**src/rtl/mc_controller_v2.sv**
```systemverilog
// Multicycle RISC-V control unit with wait-stated memory, watchdog and sticky fault.
// Define MC_BRANCH_EXT_EN to enable the full conditional-branch set (otherwise beq only).
module mc_controller_v2 #(
  parameter int MEM_TIMEOUT      = 16,
  parameter bit FAULT_ON_ILLEGAL = 1'b1
) (
  input  logic       clk,
  input  logic       reset_n,
  input  logic [6:0] op,
  input  logic [2:0] funct3,
  input  logic       funct7b5,
  input  logic       Zero,
  input  logic       Neg,
  input  logic       Ovf,
  input  logic       Carry,
  input  logic       MemReady,
  output logic       MemReq,
  output logic [2:0] ImmSrc,
  output logic [1:0] ALUSrcA,
  output logic [1:0] ALUSrcB,
  output logic [1:0] ResultSrc,
  output logic       AdrSrc,
  output logic [2:0] ALUControl,
  output logic       IRWrite,
  output logic       PCWrite,
  output logic       RegWrite,
  output logic       MemWrite,
  output logic       Fault,
  output logic [3:0] State
);

  typedef enum logic [3:0] {
    S_FETCH    = 4'd0,
    S_DECODE   = 4'd1,
    S_MEMADR   = 4'd2,
    S_MEMREAD  = 4'd3,
    S_MEMWB    = 4'd4,
    S_MEMWRITE = 4'd5,
    S_EXECR    = 4'd6,
    S_EXECI    = 4'd7,
    S_ALUWB    = 4'd8,
    S_JAL      = 4'd9,
    S_JALR_ADR = 4'd10,
    S_JALR     = 4'd11,
    S_LUI      = 4'd12,
    S_BRANCH   = 4'd13,
    S_FAULT    = 4'd15
  } state_t;

  localparam logic [6:0] OP_R    = 7'b0110011;
  localparam logic [6:0] OP_I    = 7'b0010011;
  localparam logic [6:0] OP_LD   = 7'b0000011;
  localparam logic [6:0] OP_ST   = 7'b0100011;
  localparam logic [6:0] OP_BR   = 7'b1100011;
  localparam logic [6:0] OP_JAL  = 7'b1101111;
  localparam logic [6:0] OP_JALR = 7'b1100111;
  localparam logic [6:0] OP_LUI  = 7'b0110111;

  localparam logic [2:0] ALU_ADD = 3'b000;
  localparam logic [2:0] ALU_SUB = 3'b001;
  localparam logic [2:0] ALU_AND = 3'b010;
  localparam logic [2:0] ALU_OR  = 3'b011;
  localparam logic [2:0] ALU_SLT = 3'b101;

  localparam int CW = (MEM_TIMEOUT > 0) ? $clog2(MEM_TIMEOUT + 1) : 1;

  state_t        state_q, state_d;
  logic [CW-1:0] wdog_q, wdog_d;
  logic          mem_req, ir_wr, pc_wr, reg_wr, mem_wr;
  logic          br_legal, br_take, wdog_hit;
  logic [2:0]    alu_dec;
  state_t        illegal_nxt;

`ifdef MC_BRANCH_EXT_EN
  always_comb begin
    br_legal = 1'b1;
    br_take  = 1'b0;
    case (funct3)
      3'b000:  br_take = Zero;
      3'b001:  br_take = ~Zero;
      3'b100:  br_take = Neg ^ Ovf;
      3'b101:  br_take = ~(Neg ^ Ovf);
      3'b110:  br_take = ~Carry;
      3'b111:  br_take = Carry;
      default: br_legal = 1'b0;
    endcase
  end
`else
  logic unused_flags;
  assign unused_flags = ^{Neg, Ovf, Carry};
  assign br_legal     = (funct3 == 3'b000);
  assign br_take      = Zero;
`endif

  always_comb begin
    alu_dec = ALU_ADD;
    case (funct3)
      3'b000:  alu_dec = (funct7b5 & op[5]) ? ALU_SUB : ALU_ADD;
      3'b010:  alu_dec = ALU_SLT;
      3'b110:  alu_dec = ALU_OR;
      3'b111:  alu_dec = ALU_AND;
      default: alu_dec = ALU_ADD;
    endcase
  end

  always_comb begin
    ImmSrc = 3'b000;
    case (op)
      OP_ST:   ImmSrc = 3'b001;
      OP_BR:   ImmSrc = 3'b010;
      OP_JAL:  ImmSrc = 3'b011;
      OP_LUI:  ImmSrc = 3'b100;
      default: ImmSrc = 3'b000;
    endcase
  end

  assign illegal_nxt = FAULT_ON_ILLEGAL ? S_FAULT : S_FETCH;
  // Fires on the last permitted wait cycle; a same-cycle MemReady completes instead.
  assign wdog_hit = (MEM_TIMEOUT != 0) && mem_req && !MemReady &&
                    (wdog_q == CW'(MEM_TIMEOUT - 1));

  always_comb begin
    state_d    = state_q;
    mem_req    = 1'b0;
    ir_wr      = 1'b0;
    pc_wr      = 1'b0;
    reg_wr     = 1'b0;
    mem_wr     = 1'b0;
    ALUSrcA    = 2'b00;
    ALUSrcB    = 2'b00;
    ResultSrc  = 2'b00;
    AdrSrc     = 1'b0;
    ALUControl = ALU_ADD;
    case (state_q)
      S_FETCH: begin
        mem_req   = 1'b1;
        ALUSrcB   = 2'b10;
        ResultSrc = 2'b10;
        if (MemReady) begin
          ir_wr   = 1'b1;
          pc_wr   = 1'b1;
          state_d = S_DECODE;
        end
      end
      S_DECODE: begin
        ALUSrcA = 2'b01;
        ALUSrcB = 2'b01;
        case (op)
          OP_R:          state_d = S_EXECR;
          OP_I:          state_d = S_EXECI;
          OP_LD, OP_ST:  state_d = S_MEMADR;
          OP_BR:         state_d = br_legal ? S_BRANCH : illegal_nxt;
          OP_JAL:        state_d = S_JAL;
          OP_JALR:       state_d = S_JALR_ADR;
          OP_LUI:        state_d = S_LUI;
          default:       state_d = illegal_nxt;
        endcase
      end
      S_MEMADR: begin
        ALUSrcA = 2'b10;
        ALUSrcB = 2'b01;
        state_d = (op == OP_ST) ? S_MEMWRITE : S_MEMREAD;
      end
      S_MEMREAD: begin
        mem_req = 1'b1;
        AdrSrc  = 1'b1;
        if (MemReady) state_d = S_MEMWB;
      end
      S_MEMWB: begin
        ResultSrc = 2'b01;
        reg_wr    = 1'b1;
        state_d   = S_FETCH;
      end
      S_MEMWRITE: begin
        mem_req = 1'b1;
        AdrSrc  = 1'b1;
        mem_wr  = MemReady;
        if (MemReady) state_d = S_FETCH;
      end
      S_EXECR: begin
        ALUSrcA    = 2'b10;
        ALUControl = alu_dec;
        state_d    = S_ALUWB;
      end
      S_EXECI: begin
        ALUSrcA    = 2'b10;
        ALUSrcB    = 2'b01;
        ALUControl = alu_dec;
        state_d    = S_ALUWB;
      end
      S_ALUWB: begin
        reg_wr  = 1'b1;
        state_d = S_FETCH;
      end
      // JALR shares JAL's outputs: PC takes the target held in ALUOut, ALU forms the link.
      S_JAL, S_JALR: begin
        ALUSrcA = 2'b01;
        ALUSrcB = 2'b10;
        pc_wr   = 1'b1;
        state_d = S_ALUWB;
      end
      S_JALR_ADR: begin
        ALUSrcA = 2'b10;
        ALUSrcB = 2'b01;
        state_d = S_JALR;
      end
      S_LUI: begin
        ALUSrcA = 2'b11;
        ALUSrcB = 2'b01;
        state_d = S_ALUWB;
      end
      S_BRANCH: begin
        ALUSrcA    = 2'b10;
        ALUControl = ALU_SUB;
        pc_wr      = br_take;
        state_d    = S_FETCH;
      end
      S_FAULT: state_d = S_FAULT;
      default: state_d = S_FAULT;
    endcase
    if (wdog_hit) state_d = S_FAULT;
  end

  always_comb begin
    wdog_d = wdog_q;
    if (state_d != state_q)        wdog_d = '0;
    else if (mem_req && !MemReady) wdog_d = wdog_q + 1'b1;
  end

  always_ff @(posedge clk or negedge reset_n) begin
    if (!reset_n) begin
      state_q <= S_FETCH;
      wdog_q  <= '0;
    end else begin
      state_q <= state_d;
      wdog_q  <= wdog_d;
    end
  end

  assign MemReq   = mem_req & reset_n;
  assign IRWrite  = ir_wr & reset_n;
  assign PCWrite  = pc_wr & reset_n;
  assign RegWrite = reg_wr & reset_n;
  assign MemWrite = mem_wr & reset_n;
  assign Fault    = (state_q == S_FAULT);
  assign State    = state_q;

endmodule

```
**config.mk**
```make
export PLATFORM = sky130hd
export DESIGN_NAME = mc_controller_v2
export DESIGN_NICKNAME = d
export VERILOG_FILES = /design/src/rtl/mc_controller_v2.sv
export SDC_FILE = /design/constraint.sdc
export NUM_CORES = 1
export LEC_CHECK = 0
export ABC_CLOCK_PERIOD_IN_PS = 2270
export BUFFER_PORTS_ARGS = -buffer_cell sky130_fd_sc_hd__buf_4
export CORE_ASPECT_RATIO = 2
export CORE_MARGIN = 1.5
export CORE_UTILIZATION = 30
export DETAILED_ROUTE_END_ITERATION = 10
export PLACE_DENSITY = 0.53
export SKIP_LAST_GASP = 1
export SLEW_MARGIN = 20
export SYNTH_ARGS = -nofsm -noshare
export SYNTH_HDL_FRONTEND = slang
export SYNTH_SLANG_ARGS = --single-unit
```
**constraint.sdc**
```tcl
create_clock -name clk -period 2.27 [get_ports clk]
set_input_delay 0.227 -clock clk [delete_from_list [all_inputs] [get_ports clk]]
set_output_delay 0.227 -clock clk [all_outputs]
set_load 0.05 [all_outputs]
```
==> After elaboration in Yosys (flattened, before gate mapping) <==
Cells that the tools add are included.
Widths: inputs -> output; s select.
{ "word_totals": {"register_bits": 9, "word_cells": 78} }
{ "op_classes": {"muxes": 24, "eq_ne": 27, "n_reduce_logical": 18, "n_bitwise": 6, "n_addsub": 1} }
{ "op_table": {"columns": ["op", "n"], "rows": [
  ["$pmux 4 s8", 1],
  ["$eq 4x4->1 const B", 7],
  ["$pmux 4 s7", 1],
  ["$pmux 3 s4", 2],
  ["$eq 7x6->1 const B", 3],
  ["$eq 7x7->1 const B", 3],
  ["$eq 4x3->1 const B", 4],
  ["$mux 4", 4],
  ["$reduce_or 5->1", 3],
  ["$reduce_or 3->1", 4],
  ["$mux 5", 2],
  ["$reduce_or 2->1", 5],
  ["$eq 4x2->1 const B", 2],
  ["$pmux 2 s2", 2],
  ["$eq 7x2->1 const B", 1],
  ["$eq 7x5->1 const B", 1],
  ["$mux 1", 7],
  ["$and 1x1->1", 6],
  ["$eq 3x3->1 const B", 2],
  ["$pmux 2 s3", 1],
  ["$pmux 3 s2", 1],
  ["$add 5x1->5 const B", 1],
  ["$eq 5x4->1 const B", 1],
  ["$eq 4x1->1 const B", 1],
  ["10 further kinds", 11]
]} }

==> Logic depth before layout (Yosys ltp) <==
{ "logic_depth": {"ltp_word": 8, "depth_mapped": 9, "depth_no_buf": 8} }

==> Worst setup path before layout <==
OpenSTA, ideal clock, no wires.
{ "synth_timing": {"kind": "reg-to-output", "from": "reg state_q[2], in the netlist State[2]", "to": "out PCWrite", "required_time_ps": 2043, "path_slack_ps": -1181, "t_arrival_ps": 3224, "path_buffers": 1, "stages_incl_launch_ff": 5, "path_cell_list": "dfrtp_1 or2_2 clkbuf_1 nor4_1 a41o_1"} }
{ "synth_between": {"elab_chain_len": 4, "elab_cells_between_ends": 7} }
{ "synth_lines": {"columns": ["element", "line", "text"], "rows": [
  ["start, declared", "67", "state_t state_q, state_d;"],
  ["start signal, assigned", "235", "state_q <= state_d;"],
  ["$eq 4x4->1", "134", "case (state_q)"],
  ["$reduce_or 2->1", null, null],
  ["$pmux 1 s3 (*)", "134", null],
  ["$and 1x1->1 (*)", "242", "assign PCWrite = pc_wr & reset_n;"],
  ["end, declared", "25", "output logic PCWrite,"]
]} }
Every way passes the cells marked *; elsewhere a longest branch is shown, timed or not.

==> Final worst setup path <==
{ "layout_timing": {"from": "reg wdog_q[0]", "to": "reg wdog_q[4]"} }
{ "layout_between": {"elab_chain_len": 5, "elab_cells_between_ends": 8} }
{ "layout_lines": {"columns": ["element", "line", "text"], "rows": [
  ["start, declared", "68", "logic [CW-1:0] wdog_q, wdog_d;"],
  ["start signal, assigned", "236", "wdog_q <= wdog_d;"],
  ["$eq 5x4->1", "120", "(wdog_q == CW'(MEM_TIMEOUT - 1));"],
  ["$logic_and 1x1->1", "119", "assign wdog_hit = (MEM_TIMEOUT != 0) && mem_req && !MemReady &&"],
  ["$mux 4", "221", "if (wdog_hit) state_d = S_FAULT;"],
  ["$ne 4x4->1", "226", "if (state_d != state_q) wdog_d = '0;"],
  ["$mux 5 / $reduce_bool 2->1 (equally long branches)", null, null]
]} }
Several ways; a longest one is shown, not always the timed one. The select of a mux whose other input is x is not followed.
A chain may end at the register's enable or synchronous reset.

==> results.sh <==
export IMPL_cts_inserted_buffers=3
export IMPL_holdPathStages=2
export IMPL_critical_path_origin="wdog_q[0]$_DFFE_PN0P_"
export IMPL_p_per_area_nw_per_um2=1388
export IMPL_design_die_area_sq_um=4161
export IMPL_max_cap_violations=0
export IMPL_dp_hpwl_um=2634
export IMPL_synth_edff_count=0
export IMPL_cp_cell_sequence="ha_1, and3_1, ha_2, buf_4, o211ai_1, a21oi_1, a211oi_2, o2111ai_4, a211oi_2"
export IMPL_postSynthAreaPerCell_sq_um=7.143
export IMPL_dominant_register_cell_in_the_synthesized_netlist="sky130_fd_sc_hd__dfrtp_1"
export IMPL_critical_path_required_ns=2.42
export IMPL_vdd_ir_drop_max_v=0.0005657
export IMPL_r2r_start="wdog_q[0]$_DFFE_PN0P_"
export IMPL_synth_top_family_by_area="simple AND/OR/NAND/NOR gates"
export IMPL_timing_final_crit_share_pct=95.49
export IMPL_timing_reg2reg_worst_path_depth=9
export IMPL_n_fill_cell=385
export IMPL_timing_rr_end="wdog_q[4]$_DFFE_PN0P_"
export IMPL_floorplan_rows=31
export IMPL_area_growth_pct=45.68
export IMPL_complex_gate_fraction_of_the_synthesized_area_pct=26.83
export IMPL_wirelength_met1_um=1283
export IMPL_critical_path_slowest_cell="sky130_fd_sc_hd__dfrtp_1"
export IMPL_period_needed_ns=2.168
export IMPL_synth_xor_xnor_area_share_pct=4.656
export IMPL_start_kind="flip-flop"
export IMPL_drt_initial_drc_count=14
export IMPL_largest_fanout_on_the_critical_path=5
export IMPL_grt_first_pass_wirelength_um=5430
export IMPL_routed_wl_um=3455
export IMPL_io_pin_count=41
export IMPL_globalRouteTotalUtil_pct=16.82
export IMPL_classification_of_the_worst_slack_hold_path="input pin to flip-flop"
export IMPL_worstSetupEndpointType="flip-flop"
export IMPL_synthesis_yosys_warnings=0
export IMPL_fmaxAchievable_ghz=0.4613
export IMPL_final_antenna_net_count=0
export IMPL_async_reset_ff_share_pct=100.0
export IMPL_timing_critical_path_buf_inv=1
export IMPL_antenna_diode_count=0
export IMPL_htree_num_levels=1
export IMPL_die_w_um=46.37
export IMPL_max_slew_worst_pin_slew_ns=0.4323
export IMPL_clock_tree_root_cell="sky130_fd_sc_hd__clkbuf_8"
export IMPL_finish_utilization_pct=45.58
export IMPL_worst_ep_arrival_time_ns=2.32
export IMPL_crit_end="wdog_q[4]$_DFFE_PN0P_"
export IMPL_synthesis_instances=158
export IMPL_dp_cells=238
export IMPL_initial_utilization_pct=31.29
export IMPL_synth_seq_cells=9
export IMPL_route_top_layer_used="met4"
export IMPL_avgRoutedWirePerCell_um=14.16
export IMPL_grt_pass1_vias=1245
export IMPL_critical_path_depth_in_cells=9
export IMPL_final_seq_area_sq_um=226.5
export IMPL_power_static_leakage_uw=0.0006776
export IMPL_status="completed"
export IMPL_synth_simple_gate_area_share_pct=35.03
export IMPL_finalNonFillerCells=244
export IMPL_syn_area_sq_um=1129
export IMPL_met2_wirelength_um=1999
export IMPL_layout_cells_most_common="sky130_fd_sc_hd__buf_4"
export IMPL_multi_input_area_sq_um=925.9
export IMPL_synth_seq_area_share_pct=19.96
export IMPL_cts_buffer_depth=2
export IMPL_worst_r2r_setup_slack_ns=0.10
export IMPL_path_clk_slew_ns=0.05
export IMPL_num_vias=1310
export IMPL_worstSkewPairLatency_ns=0.24
export IMPL_synth_fa_ha_area_share_pct=2.217
export IMPL_layout_nets=216
export IMPL_report_final_slew_viol_count=0
export IMPL_detail_route_drc_violations=0
export IMPL_layout_drive_gt1_share_pct=38.97
export IMPL_numClockSinks=9
export IMPL_timing_critical_path_max_delay_family="compound AO/OA/AOI/OAI gates"
export IMPL_die_h_um=89.74
export IMPL_layout_common_cells="sky130_fd_sc_hd__buf_4 (48), sky130_fd_sc_hd__nor2_1 (17), sky130_fd_sc_hd__nand2_1 (14)"
export IMPL_yosys_mux_area_fraction_pct=3.659
export IMPL_pin_count_of_the_biggest_net_entering_global_routing=26
export IMPL_antenna_found_initial=0
export IMPL_firstDrtPassIters=3
export IMPL_gp_congestion=0.7637
export IMPL_grt_setup_unrepaired="false"
export IMPL_cpMostUsedCell="sky130_fd_sc_hd__a211oi_2"
export IMPL_routed_via_density=5.369
export IMPL_dr_wl_met3_um=105
export IMPL_rel_slew_slack_pct=70.92
export IMPL_critical_path_max_stage_delay_ns=0.37
export IMPL_ys_types=48
export IMPL_tritoncts="done"
export IMPL_final_hold_viol_count=0
export IMPL_mappedNetlistNets=178
export IMPL_worstSetupPathType="flip-flop to flip-flop"
export IMPL_worst_clock_skew_ns=0.0004773
export IMPL_global_route_overflow_total=0
export IMPL_setup_violations=0
export IMPL_design_core_area_sq_um=3607
export IMPL_port_buffers=37
## per-stage QoR
step	worst slack [ns]	area (sq um)	hold slack, ns	total power (uW)	TNS (ns)
2_1_floorplan	-0.3545	1201	-0.06859	1545	-1.332
3_3_place_gp	0.08885	1544	0.07667	1987	0
3_5_place_dp	-0.0003708	1544	0.07582	2013	-0.0003708
4_1_cts	0.03951	1605	0.3377	2222	0
5_1_grt	0.01326	1644	0.3446	2436	0
6_report	0.1024	1644	0.3416	2282	0
## flip-flops by register name, indices dropped and copies added (netlist names)
register  count
wdog_q        5
State         4
## final cells by class
type	instances	area share (%)
Tap cell	49	3.729
Inverter	4	0.9132
Clock buffer	4	2.740
Multi-Input combinational cell	129	56.32
Timing Repair Buffer	49	22.53
Sequential cell	9	13.77
## timing repair
action | in CTS | in global routing
resized for setup | 1 | 4
endpoints found under the setup margin | 4 | 5
hold buffers | 1 | 0
setup buffers | 0 | 1
endpoints found under the hold margin | 9 | 0
pin swaps | 0 | 4
## report_power, final
part | internal (uW) | switching [uW]
logic | 629 | 1190
registers | 212 | 60.9
clock network | 123 | 70.4
## layer usage
layer / GRT usage, % / vias to the layer above
li1: - / 656
met1: 17.02 / 621
met2: 32.29 / 27
met3: 1.205 / 6
met4: 5.714 / 0
met5: 0 / -
## worst min-delay path by stage
| stage | startpoint | to | slack (ns) |
|---|---|---|---|
| 6_report | MemReady | State[1]$_DFF_PN0_ | 0.34 |
| 5_1_grt | MemReady | State[1]$_DFF_PN0_ | 0.34 |
| 4_1_cts | MemReady | State[1]$_DFF_PN0_ | 0.34 |
| 3_5_place_dp | reset_n | wdog_q[2]$_DFFE_PN0P_ | 0.08 |
| 3_3_place_gp | reset_n | wdog_q[3]$_DFFE_PN0P_ | 0.08 |
| 2_1_floorplan | reset_n | State[0]$_DFF_PN0_ | -0.07 |
## cell families after synthesis
| group | count (synthesis) |
|---|---|
| AO/OA/AOI/OAI | 41 |
| flip-flops | 9 |
| XOR/XNOR | 6 |
| adder cells (fa/ha/maj) | 2 |
| AND/OR/NAND/NOR | 76 |
| multiplexers | 4 |
| buffers and inverters | 20 |
## Yosys cell counts, types with 3 or more instances
cell type	count	share of area, %
sky130_fd_sc_hd__a21oi_1	9	4.0
sky130_fd_sc_hd__buf_2	3	1.3
sky130_fd_sc_hd__clkbuf_1	11	3.7
sky130_fd_sc_hd__dfrtp_1	9	20
sky130_fd_sc_hd__inv_1	4	1.3
sky130_fd_sc_hd__mux2i_1	3	2.7
sky130_fd_sc_hd__nand2_1	14	4.7
sky130_fd_sc_hd__nand2b_1	6	3.3
sky130_fd_sc_hd__nand3_1	5	2.2
sky130_fd_sc_hd__nor2_1	19	6.3
sky130_fd_sc_hd__nor2b_1	4	2.2
sky130_fd_sc_hd__nor3_1	9	4.0
sky130_fd_sc_hd__nor4_1	4	2.2
sky130_fd_sc_hd__o21ai_0	6	2.7
sky130_fd_sc_hd__o22ai_1	3	1.7
sky130_fd_sc_hd__or2_2	3	1.7
sky130_fd_sc_hd__xnor2_1	5	3.9
## worst register-to-register path, delay by kind of cell (launching register included)
kind,cells,cell delay [ns]
compound gates,5,0.97
fa+ha+maj,2,0.41
buf+inv,1,0.15
flops,1,0.37
simple gates,1,0.19
No activity file was read; power rests on OpenSTA's default activity.
